===== src/rtl/estu_result_uart_tx.sv =====
// Queues 13-bit last-layer results and sends each one as two back-to-back 8N1 bytes (byte0 = {1,00,data[12:8]}, byte1 = data[7:0]).
// o_txd first drops two edges after i_valid is sampled; a result arriving with the FIFO full and no pop is dropped and sets o_overflow.
module estu_result_uart_tx #(
  parameter int CLK_DIV    = 4,
  parameter int FIFO_DEPTH = 4
) (
  input  logic        i_clk,
  input  logic        i_rst,
  input  logic        i_valid,
  input  logic [12:0] i_data,
  output logic        o_txd,
  output logic        o_busy,
  output logic [4:0]  o_level,
  output logic        o_overflow
);
  localparam int AW = $clog2(FIFO_DEPTH);
  localparam logic [7:0] CNT_MAX  = 8'(CLK_DIV - 1);
  localparam logic [4:0] LVL_FULL = 5'(FIFO_DEPTH);

  typedef enum logic [1:0] {IDLE, START, DATA, STOP} state_t;

  state_t          state_q, state_d;
  logic [7:0]      cnt_q, cnt_d;
  logic [2:0]      idx_q, idx_d;
  logic            sel_q, sel_d;
  logic [12:0]     data_q, data_d;
  logic            txd_q, txd_d;
  logic [AW-1:0]   wr_ptr_q, wr_ptr_d;
  logic [AW-1:0]   rd_ptr_q, rd_ptr_d;
  logic [4:0]      level_q, level_d;
  logic            ovf_q, ovf_d;
  logic [12:0]     mem_q [FIFO_DEPTH];
  logic [12:0]     mem_d [FIFO_DEPTH];

  logic            pop;
  logic            push;
  logic            bit_end;
  logic            fifo_empty;
  logic [7:0]      cur_byte;

  assign bit_end    = (cnt_q == CNT_MAX);
  assign fifo_empty = (level_q == 5'd0);
  assign cur_byte   = sel_q ? data_q[7:0] : {3'b100, data_q[12:8]};

  // Transmit sequencer; pops happen only when leaving IDLE or at the end of a frame.
  always_comb begin
    state_d = state_q;
    cnt_d   = cnt_q;
    idx_d   = idx_q;
    sel_d   = sel_q;
    data_d  = data_q;
    pop     = 1'b0;
    if (state_q != IDLE) begin
      cnt_d = bit_end ? 8'd0 : cnt_q + 8'd1;
    end
    case (state_q)
      IDLE: begin
        cnt_d = 8'd0;
        if (!fifo_empty) begin
          pop     = 1'b1;
          data_d  = mem_q[rd_ptr_q];
          sel_d   = 1'b0;
          state_d = START;
        end
      end
      START: begin
        if (bit_end) begin
          idx_d   = 3'd0;
          state_d = DATA;
        end
      end
      DATA: begin
        if (bit_end) begin
          if (idx_q == 3'd7) begin
            state_d = STOP;
          end else begin
            idx_d = idx_q + 3'd1;
          end
        end
      end
      STOP: begin
        if (bit_end) begin
          if (!sel_q) begin
            sel_d   = 1'b1;
            state_d = START;
          end else if (!fifo_empty) begin
            pop     = 1'b1;
            data_d  = mem_q[rd_ptr_q];
            sel_d   = 1'b0;
            state_d = START;
          end else begin
            state_d = IDLE;
          end
        end
      end
      default: state_d = IDLE;
    endcase
  end

  // Line level follows the current state one edge later, so o_txd comes straight from a flop.
  always_comb begin
    txd_d = 1'b1;
    case (state_q)
      START:   txd_d = 1'b0;
      DATA:    txd_d = cur_byte[idx_q];
      default: txd_d = 1'b1;
    endcase
  end

  always_comb begin
    push     = i_valid && !i_rst && ((level_q != LVL_FULL) || pop);
    wr_ptr_d = push ? wr_ptr_q + 1'b1 : wr_ptr_q;
    rd_ptr_d = pop  ? rd_ptr_q + 1'b1 : rd_ptr_q;
    level_d  = level_q + {4'd0, push} - {4'd0, pop};
    ovf_d    = ovf_q || (i_valid && !push);
    mem_d    = mem_q;
    if (push) begin
      mem_d[wr_ptr_q] = i_data;
    end
  end

  always_ff @(posedge i_clk) begin
    if (i_rst) begin
      state_q  <= IDLE;
      cnt_q    <= 8'd0;
      idx_q    <= 3'd0;
      sel_q    <= 1'b0;
      data_q   <= 13'd0;
      txd_q    <= 1'b1;
      wr_ptr_q <= '0;
      rd_ptr_q <= '0;
      level_q  <= 5'd0;
      ovf_q    <= 1'b0;
    end else begin
      state_q  <= state_d;
      cnt_q    <= cnt_d;
      idx_q    <= idx_d;
      sel_q    <= sel_d;
      data_q   <= data_d;
      txd_q    <= txd_d;
      wr_ptr_q <= wr_ptr_d;
      rd_ptr_q <= rd_ptr_d;
      level_q  <= level_d;
      ovf_q    <= ovf_d;
    end
  end

  always_ff @(posedge i_clk) begin
    mem_q <= mem_d;
  end

  assign o_txd      = txd_q;
  assign o_busy     = (state_q != IDLE) || !fifo_empty;
  assign o_level    = level_q;
  assign o_overflow = ovf_q;
endmodule


===== config.mk =====
export PLATFORM = sky130hd
export DESIGN_NAME = estu_result_uart_tx
export DESIGN_NICKNAME = d
export VERILOG_FILES = /design/src/rtl/estu_result_uart_tx.sv
export SDC_FILE = /design/constraint.sdc
export NUM_CORES = 1
export LEC_CHECK = 0
export CAP_MARGIN = 0
export CELL_PAD_IN_SITES_DETAIL_PLACEMENT = 1
export CELL_PAD_IN_SITES_GLOBAL_PLACEMENT = 1
export CORE_MARGIN = 3
export CORE_UTILIZATION = 31
export CTS_CLUSTER_SIZE = 10
export DETAILED_ROUTE_END_ITERATION = 8
export GPL_TIMING_DRIVEN = 0
export HOLD_SLACK_MARGIN = 0.05
export PLACE_DENSITY = 0.51
export SLEW_MARGIN = 40
export SYNTH_ARGS = -nofsm -noshare
export SYNTH_HDL_FRONTEND = slang
export SYNTH_SLANG_ARGS = --single-unit

===== constraint.sdc =====
create_clock -name i_clk -period 9.5 [get_ports i_clk]
set_input_delay 1.425 -clock i_clk [delete_from_list [all_inputs] [get_ports i_clk]]
set_output_delay 1.425 -clock i_clk [all_outputs]
set_load 0.02 [all_outputs]

### Word level (Yosys, flattened, before mapping)

Cells that the tools add are included.

* logic and storage cells: 95
* bits in registers: 90

* mux-type cells: 36
* bitwise logic cells: 2
* order comparisons: 4
* eq/ne operators: 13
* reductions and logical operators: 20
* add/sub/neg operators: 6

Operators with widths (number)
* $mux 13: 6
* $bwmux 52: 1
* $bmux 13 s2: 1
* $demux 13 s2: 1
* $pmux 13 s2: 1
* $mux 8: 2
* $ne 2x2->1 const B: 7
* $mux 1: 10
* $mux 2: 5
* $mux 3: 3
* $add 8x1->8 const B: 1
* $eq 8x2->1 const B: 1
* $pmux 2 s4: 1
* $ge 3x3->1 const B: 2
* $not 2->3: 2
* $pmux 1 s2: 3
* $pmux 3 s2: 1
* $reduce_and 3->1: 2
* $reduce_bool 2->1: 3
* $add 5x1->5: 1
* $logic_not 5->1: 1
* $ne 5x3->1 const B: 1
* $reduce_and 5->1: 1
* $sub 5x1->5: 1
* 14 further kinds: 23

### Depth between registers and ports, before layout

Gate-level depths: netlist (run 1).

* depth after elaboration: 10
* gate-level depth with buffers: 15

### Worst setup path before layout (run 1)

Ideal clock, no wire load.

* path kind: input port to flip-flop
* start point: input port i_rst
* end point: register level_q[4], in the netlist o_level[4]
* library setup time: 70 ps
* path buffers: 1
* stages on the path: 11
* required time: 9430 ps
* path slack: 6071 ps
* arrival: 3359 ps
* cell sequence: clkbuf_1 nor2b_1 nand2_1 ha_1 inv_1 ha_1 fa_1 a21oi_1 nor2_1 or3_1 a21oi_1

* longest elaborated chain between the ends: 5

Ends and longest elaborated chain
* from (decl): line 8 `input logic i_rst,`
* $logic_not 1->1: line 111 `push = i_valid && !i_rst && ((level_q != LVL_FULL) || pop);`
* $logic_and 1x1->1 (2 in a row): line 111
* $add 5x1->5: line 114 `level_d = level_q + {4'd0, push} - {4'd0, pop};`
* $sub 5x1->5: line 114
* to (signal assigned): line 143 `level_q <= level_d;`
* to (decl): line 30 `logic [4:0] level_q, level_d;`

Parallel ways exist; a longest one is shown, timed or not.
A chain may end at the register's enable or synchronous reset.

### Final worst setup path (run 1)

* start point: register level_q[3], in the netlist o_level[3]
* end point: output port o_busy

* longest elaborated chain between the ends: 3

Ends and longest elaborated chain
* $logic_not 5->1: line 42 `assign fifo_empty = (level_q == 5'd0);`
* $logic_not 1->1: line 153 `assign o_busy = (state_q != IDLE) || !fifo_empty;`
* $logic_or 1x1->1: line 153
* to (decl): line 12 `output logic o_busy,`

No other way between the ends.

==> results of run 1 <==
[area by class of cell]
type | count | share of cell area
Multi-Input combinational cell | 189 | 0.328
Clock buffer | 9 | 0.0475
Sequential cell | 90 | 0.489
Timing Repair Buffer | 22 | 0.0464
Buffer | 16 | 0.0222
Inverter | 12 | 0.00949
Clock inverter | 7 | 0.0116
Tap cell | 172 | 0.0454
[worst min path at each step]
stage,start,endpoint,slack (ps),cells after the start
finish,cnt_q[0],cnt_q[0],450,1
global placement,cnt_q[0],cnt_q[0],430,1
detailed placement,cnt_q[0],cnt_q[0],440,1
floorplan,cnt_q[0],cnt_q[0],420,1
global route,cnt_q[0],cnt_q[0],480,1
CTS,cnt_q[0],cnt_q[0],460,1
[cells in the final DEF, fill, tap and decap left out, types with 3 or more instances in the layout]
cell type and n:
nor2b_1 7, inv_1 12, nor2_1 18, nand2b_1 4, inv_6 5, nor3_1 4
dfxtp_1 38, o21ai_0 7, edfxtp_1 52, nand4_1 3, o21ai_1 10, xnor2_1 6
nand3_1 16, mux4_2 15, a21oi_1 25, xor2_1 3, clkbuf_1 6, clkbuf_16 9
ha_1 18, and3_1 6, nand2_1 9, clkdlybuf4s50_1 22, a21o_1 4
[power breakdown]
part / internal (mW) / leakage [nW] / switching [mW]
logic: 0.207 / 0.707 / 0.234
clock network: 0.181 / 0.135 / 0.161
registers: 0.475 / 0.783 / 0.0367
total: 0.863 / 1.63 / 0.431
[per-layer routing]
metal / vias to the layer above / wire length [um]
met5: - / 0
met4: 0 / 166
met3: 10 / 170
met2: 21 / 3880
met1: 1186 / 4060
li1: 1217 / -
[sequential cells by signal, summed over array words and instances (netlist names)]
signal	count
o_txd	1
cnt_q	8
o_overflow	1
idx_q	3
data_q	13
state_q	2
o_level	5
rd_ptr_q	2
wr_ptr_q	2
sel_q	1
mem_q	52
[metrics by stage]
stage	power [mW]	setup WS (ps)	util	instances	area, um^2
2_1_floorplan	0.839	6070	-	307	4030
3_3_place_gp	0.964	5490	0.352	501	4460
3_5_place_dp	0.970	5450	0.352	501	4460
4_1_cts	1.32	5260	0.374	517	4740
5_1_grt	1.39	5070	0.374	517	4740
6_report	1.29	5350	0.374	517	4740
[worst max-delay path, delay by kind of cell, from the launching register on]
family	cells	cell delay, ps
buffers and inverters	4	1440
AND/OR/NAND/NOR	2	420
flip-flops	1	330
adder cells (fa/ha/maj)	1	180
[kinds of logic (layout without fill, tap and decap cells)]
family	after synthesis	in the layout	share of synthesized area
compound gates	59	59	0.0925
xor+xnor	9	9	0.0196
fa+ha+maj	19	19	0.0609
buf+inv	28	66	0.0373
flops	90	90	0.576
mux	21	21	0.101
simple gates	81	81	0.112
==> flow_summary.toml, run 1 <==
[global_routing]
grt_use_total = 0.123
busiest_layer = "met2"
use_met2 = 0.187
antenna_found_initial = 0
grt_overflow_total = 0
first_global_vias = 2476
use_met1 = 0.169
use_met3 = 0.0254
grt_max_degree = 18
grt_pass1_wl_um = 13500

[worst_setup_path]
ff2ff_path_depth = 13
critPathCapture = "o_busy"
cp-start-kind = "register"
crit_top_cell = "clkbuf_1"
worst_setup_path_end_kind = "output port"
crit_path_max_incr_delay_ps = 550
reg2reg_setup_slack_ps = 6000
slowest_stage = "clkdlybuf4s50_1"
cp_max_fo = 10
timing.rr.end = "o_level[4]"
cp.required_ps = 8080
arrival_ps = 2720
timing.rr.start = "cnt_q[0]"
path_cells = "inv_1, ha_1, nor4b_1, clkbuf_1, clkbuf_1, nand2_1, clkdlybuf4s50_1"
crit_start = "o_level[3]"
critical_path_class = "register to output port"

[outcome]
status = "completed"

[detailed_routing]
dr_total_vias = 2434
viasPerCell = 4.71
drt_iter0_drc = 100
wl_um = 8280
routedWlPerCell_um = 16.0
postRouteAntennaNets = 0
first_pass_iters = 4
drcViolationCount = 0

[floorplan]
die_w_um = 120
ios = 24
die-area_mm2 = 0.0144
core_mm2 = 0.0127
initial_core_util = 0.318
dieHeight_um = 120
fp-row-count = 41

[logic_synthesis]
post-synth-top-count-cell = "edfxtp_1"
synth.area.top_cells = "edfxtp_1 39%, dfxtp_1 19%, mux4_2 8.4%"
synth_seq_cells = 90
ys_top_cells_by_count = "52 x edfxtp_1, 38 x dfxtp_1, 25 x a21oi_1, 18 x ha_1, 18 x nor2_1"
synth_top_area_share = 0.388
synth.distinct_cells = 54
yosysTopAreaCell = "edfxtp_1"
synth_flop_cell = "edfxtp_1"
synth_area_mm2 = 0.00403
ys_seq_area_frac = 0.576
synthesis.nets = 342
synth_edf_count = 52
yosys_warnings = 0
synth_cells = 307
async_reset_ff_frac = 0
syn_area_per_cell_um2 = 13.1

[clock_tree]
cts_resized = 0
cts_buffers = 9
clock-sinks = 90
insertion_delay_ps = 340
ctsHoldBuffers = 0
h-tree-depth = 3
cts_setup_buffers = 0
clkTransAtPathRegs_ps = 70
root_buffer = "clkbuf_16"
cts_tree = "yes"
cts.path.max_buffers = 2

[timing]
max_slew.worst_pin.slew_ps = 729
setup-violations-final = 0
post-route-period-util = 0.437
drv_slew = 0
hold_viol_final = 0
rsz0062_at_grt = "no"
tns_ps = 0
clock_skew_ps = 6.45
maxSlewHeadroom = 0.514
holdWs_ps = 452
fmax_mhz = 241
fin_crit_ps = 4150

[hold_path]
hold_path_class = "register to register"

[finish]
drive_gt1_frac = 0.142
syn2layout_area_growth_pct = 17.8
fill_cells = 1374
multiInputGateArea_mm2 = 0.00156
layout.nets = 375
seqCellArea_mm2 = 0.00232
antennaDiodeCount = 0

[power]
power_per_cell_area_mw_per_mm2 = 273
ir_worst_vdd_v = 0.000113
p_leak_nw = 1.63

[place]
dp_hpwl_um = 5770
port_buffers = 22
gp_congestion = 0.689

[job]
max-cap-violations = 0
Note: power is estimated with default switching activity, not from simulation.
==> inputs of run 2 (changes only) <==
Clock period 9.5 ns to 4.2 ns, I/O delays scaled along.
==> results of run 2 <==
Same layout as run 1 (identical final DEF). Status: completed.
Main changes from that run: setup slack after placement 5450 ps -> 697 ps; setup slack after layout 5350 ps -> 696 ps; start point of the critical path o_level[3] -> cnt_q[0]; end point of the critical path o_busy -> o_level[4]; register-to-register setup slack 6000 ps -> 700 ps; total power 1.29 mW -> 2.93 mW; worst IR drop on VDD 0.000113 V -> 0.000257 V
==> inputs of run 3 (changes only) <==
Settings changed: PLACE_DENSITY 0.51 to 0.53.
Clock period 4.2 ns to 3.15 ns, I/O delays scaled along.
==> flow_summary.toml, run 3 (synthesis gave the netlist of run 1 again) <==
[outcome]
status = "completed"

[detailed_routing]
drt_iter0_drc = 88
first_pass_iters = 4
viasPerCell = 4.76
wl_um = 8360
routedWlPerCell_um = 16.1
drcViolationCount = 0
postRouteAntennaNets = 0
dr_total_vias = 2476

[finish]
reg.largest.list = "mem_q: 52 flops, data_q: 13 flops, cnt_q: 8 flops"
layout_common_cells = "52 x edfxtp_1, 34 x dfxtp_1, 24 x a21oi_1"
syn2layout_area_growth_pct = 20.0
drive_gt1_frac = 0.193
layout.nets = 378
layout_commonest_cell = "edfxtp_1"
fin_util = 0.382
largest-register = "mem_q"
largest_reg_flops = 52
antennaDiodeCount = 0

[worst_setup_path]
critical_path_class = "register to register"
cp_max_fo = 4
cp-start-kind = "register"
path_cells = "ha_4, or4b_4, nor3_4, a21o_1, nand2_1, ha_1, inv_1, ha_1, fa_2, a21oi_2, nor2_1, or3_1, a21oi_1"
crit_buf_inv = 1
arrival_ps = 3280
crit_path_max_incr_delay_ps = 500
cp.required_ps = 3420
crit_top_cell = "ha_1"
crit_family = "simple AND/OR/NAND/NOR gates"
worst_setup_path_end_kind = "register"
slowest_stage = "or4b_4"

[power]
ir_worst_vdd_v = 0.000390
power_frac_comb = 0.353
p_int_mw = 2.65
power_per_cell_area_mw_per_mm2 = 826
switching_power_mw = 1.34
swShare = 0.335
p_seq_frac = 0.389
p_leak_nw = 1.65
clock_power_share = 0.259

[floorplan]
core_mm2 = 0.0127
dieHeight_um = 120
fp-row-count = 41
die_w_um = 120
ios = 24
die-area_mm2 = 0.0144
initial_core_util = 0.318

[place]
gp_congestion = 0.709
port_buffers = 22
dp_hpwl_um = 5820

[clock_tree]
insertion_delay_ps = 340
cts_buffers = 9
root_buffer = "clkbuf_16"
h-tree-depth = 3
clkTransAtPathRegs_ps = 70
cts_tree = "yes"
clock-sinks = 90
cts.path.max_buffers = 2
ctsHoldBuffers = 0

[timing]
fmax_mhz = 332
rsz0062_at_grt = "no"
tns_ps = 0
clock_skew_ps = 7.00
maxSlewHeadroom = 0.523
drv_slew = 0
setup-violations-final = 0
hold_viol_final = 0
max_slew.worst_pin.slew_ps = 716
post-route-period-util = 0.956
fin_crit_ps = 3010

[global_routing]
first_global_vias = 2644
grt_max_degree = 18
grt_overflow_total = 0
antenna_found_initial = 0
grt_pass1_wl_um = 14000
grt_use_total = 0.127

[job]
max-cap-violations = 0

[hold_path]
hold_path_class = "register to register"
run 3: cell count changes in the layout (fill, tap and decap cells not counted), sizes merged:
| cell | before | now |
|---|---|---|
| buf | 7 | 11 |
| clkbuf | 18 | 17 |
run 3: repair_timing:
item / CTS / global route
cloned: 0 / 0
resized for setup: 11 / 11
setup buffers: 3 / 0
setup endpoints to repair: 2 / 2
pin swaps: 2 / 2
run 3: per-stage QoR:
stage	std cells	power [mW]	worst slack [ps]	cell area [um^2]	hold slack, ps
after floorplan	307	2.53	14.1	4030	418
after CTS	520	4.02	42.2	4810	448
final	520	3.99	139	4830	448
after global placement	501	2.90	-287	4460	428
after detailed placement	501	2.92	-315	4460	444
after global routing	520	4.28	9.05	4830	462
run 3: final cells by class:
cell class                      instances  area [um^2]
Multi-Input combinational cell        189         1610
Inverter                               12         45.0
Clock buffer                            9          225
Sequential cell                        90         2330
Clock inverter                          7         57.6
Fill cell                            1366         7840
Timing Repair Buffer                   25          243
Buffer                                 16          110
Tap cell                              172          215
run 3: layer usage:
layer	vias up	global-route usage	part of all wire
met1	1213	0.166	0.47
met4	0	0.0565	0.019
met2	26	0.201	0.48
li1	1226	-	-
met3	11	0.0311	0.031
met5	-	0	0
run 3: final timing paths:
path / startpoint / to / slack [ps] / depth (start not counted)
worst max register to register: cnt_q[0] / o_level[4] / 140 / 13
worst max-delay path: cnt_q[0] / o_level[4] / 140 / 13
worst min-delay path: cnt_q[0] / cnt_q[0] / 450 / 1
worst min register to register: cnt_q[0] / cnt_q[0] / 450 / 1
run 3: worst reg2reg max path: stages (launching register included):
cell and delay, ps:
dfxtp_2 360, ha_4 160, or4b_4 500, nor3_4 160
a21o_1 150, nand2_1 60, ha_1 270, inv_1 30
ha_1 200, fa_2 380, a21oi_2 130, nor2_1 60
or3_1 340, a21oi_1 150
run 3: power groups by stage:
stage	Combinational, mW	Clock, mW	Sequential [mW]
floorplan	0.958	0	1.57
global placement	1.34	0	1.57
detailed placement	1.35	0	1.57
CTS	1.39	1.08	1.55
global route	1.57	1.13	1.58
finish	1.41	1.03	1.55
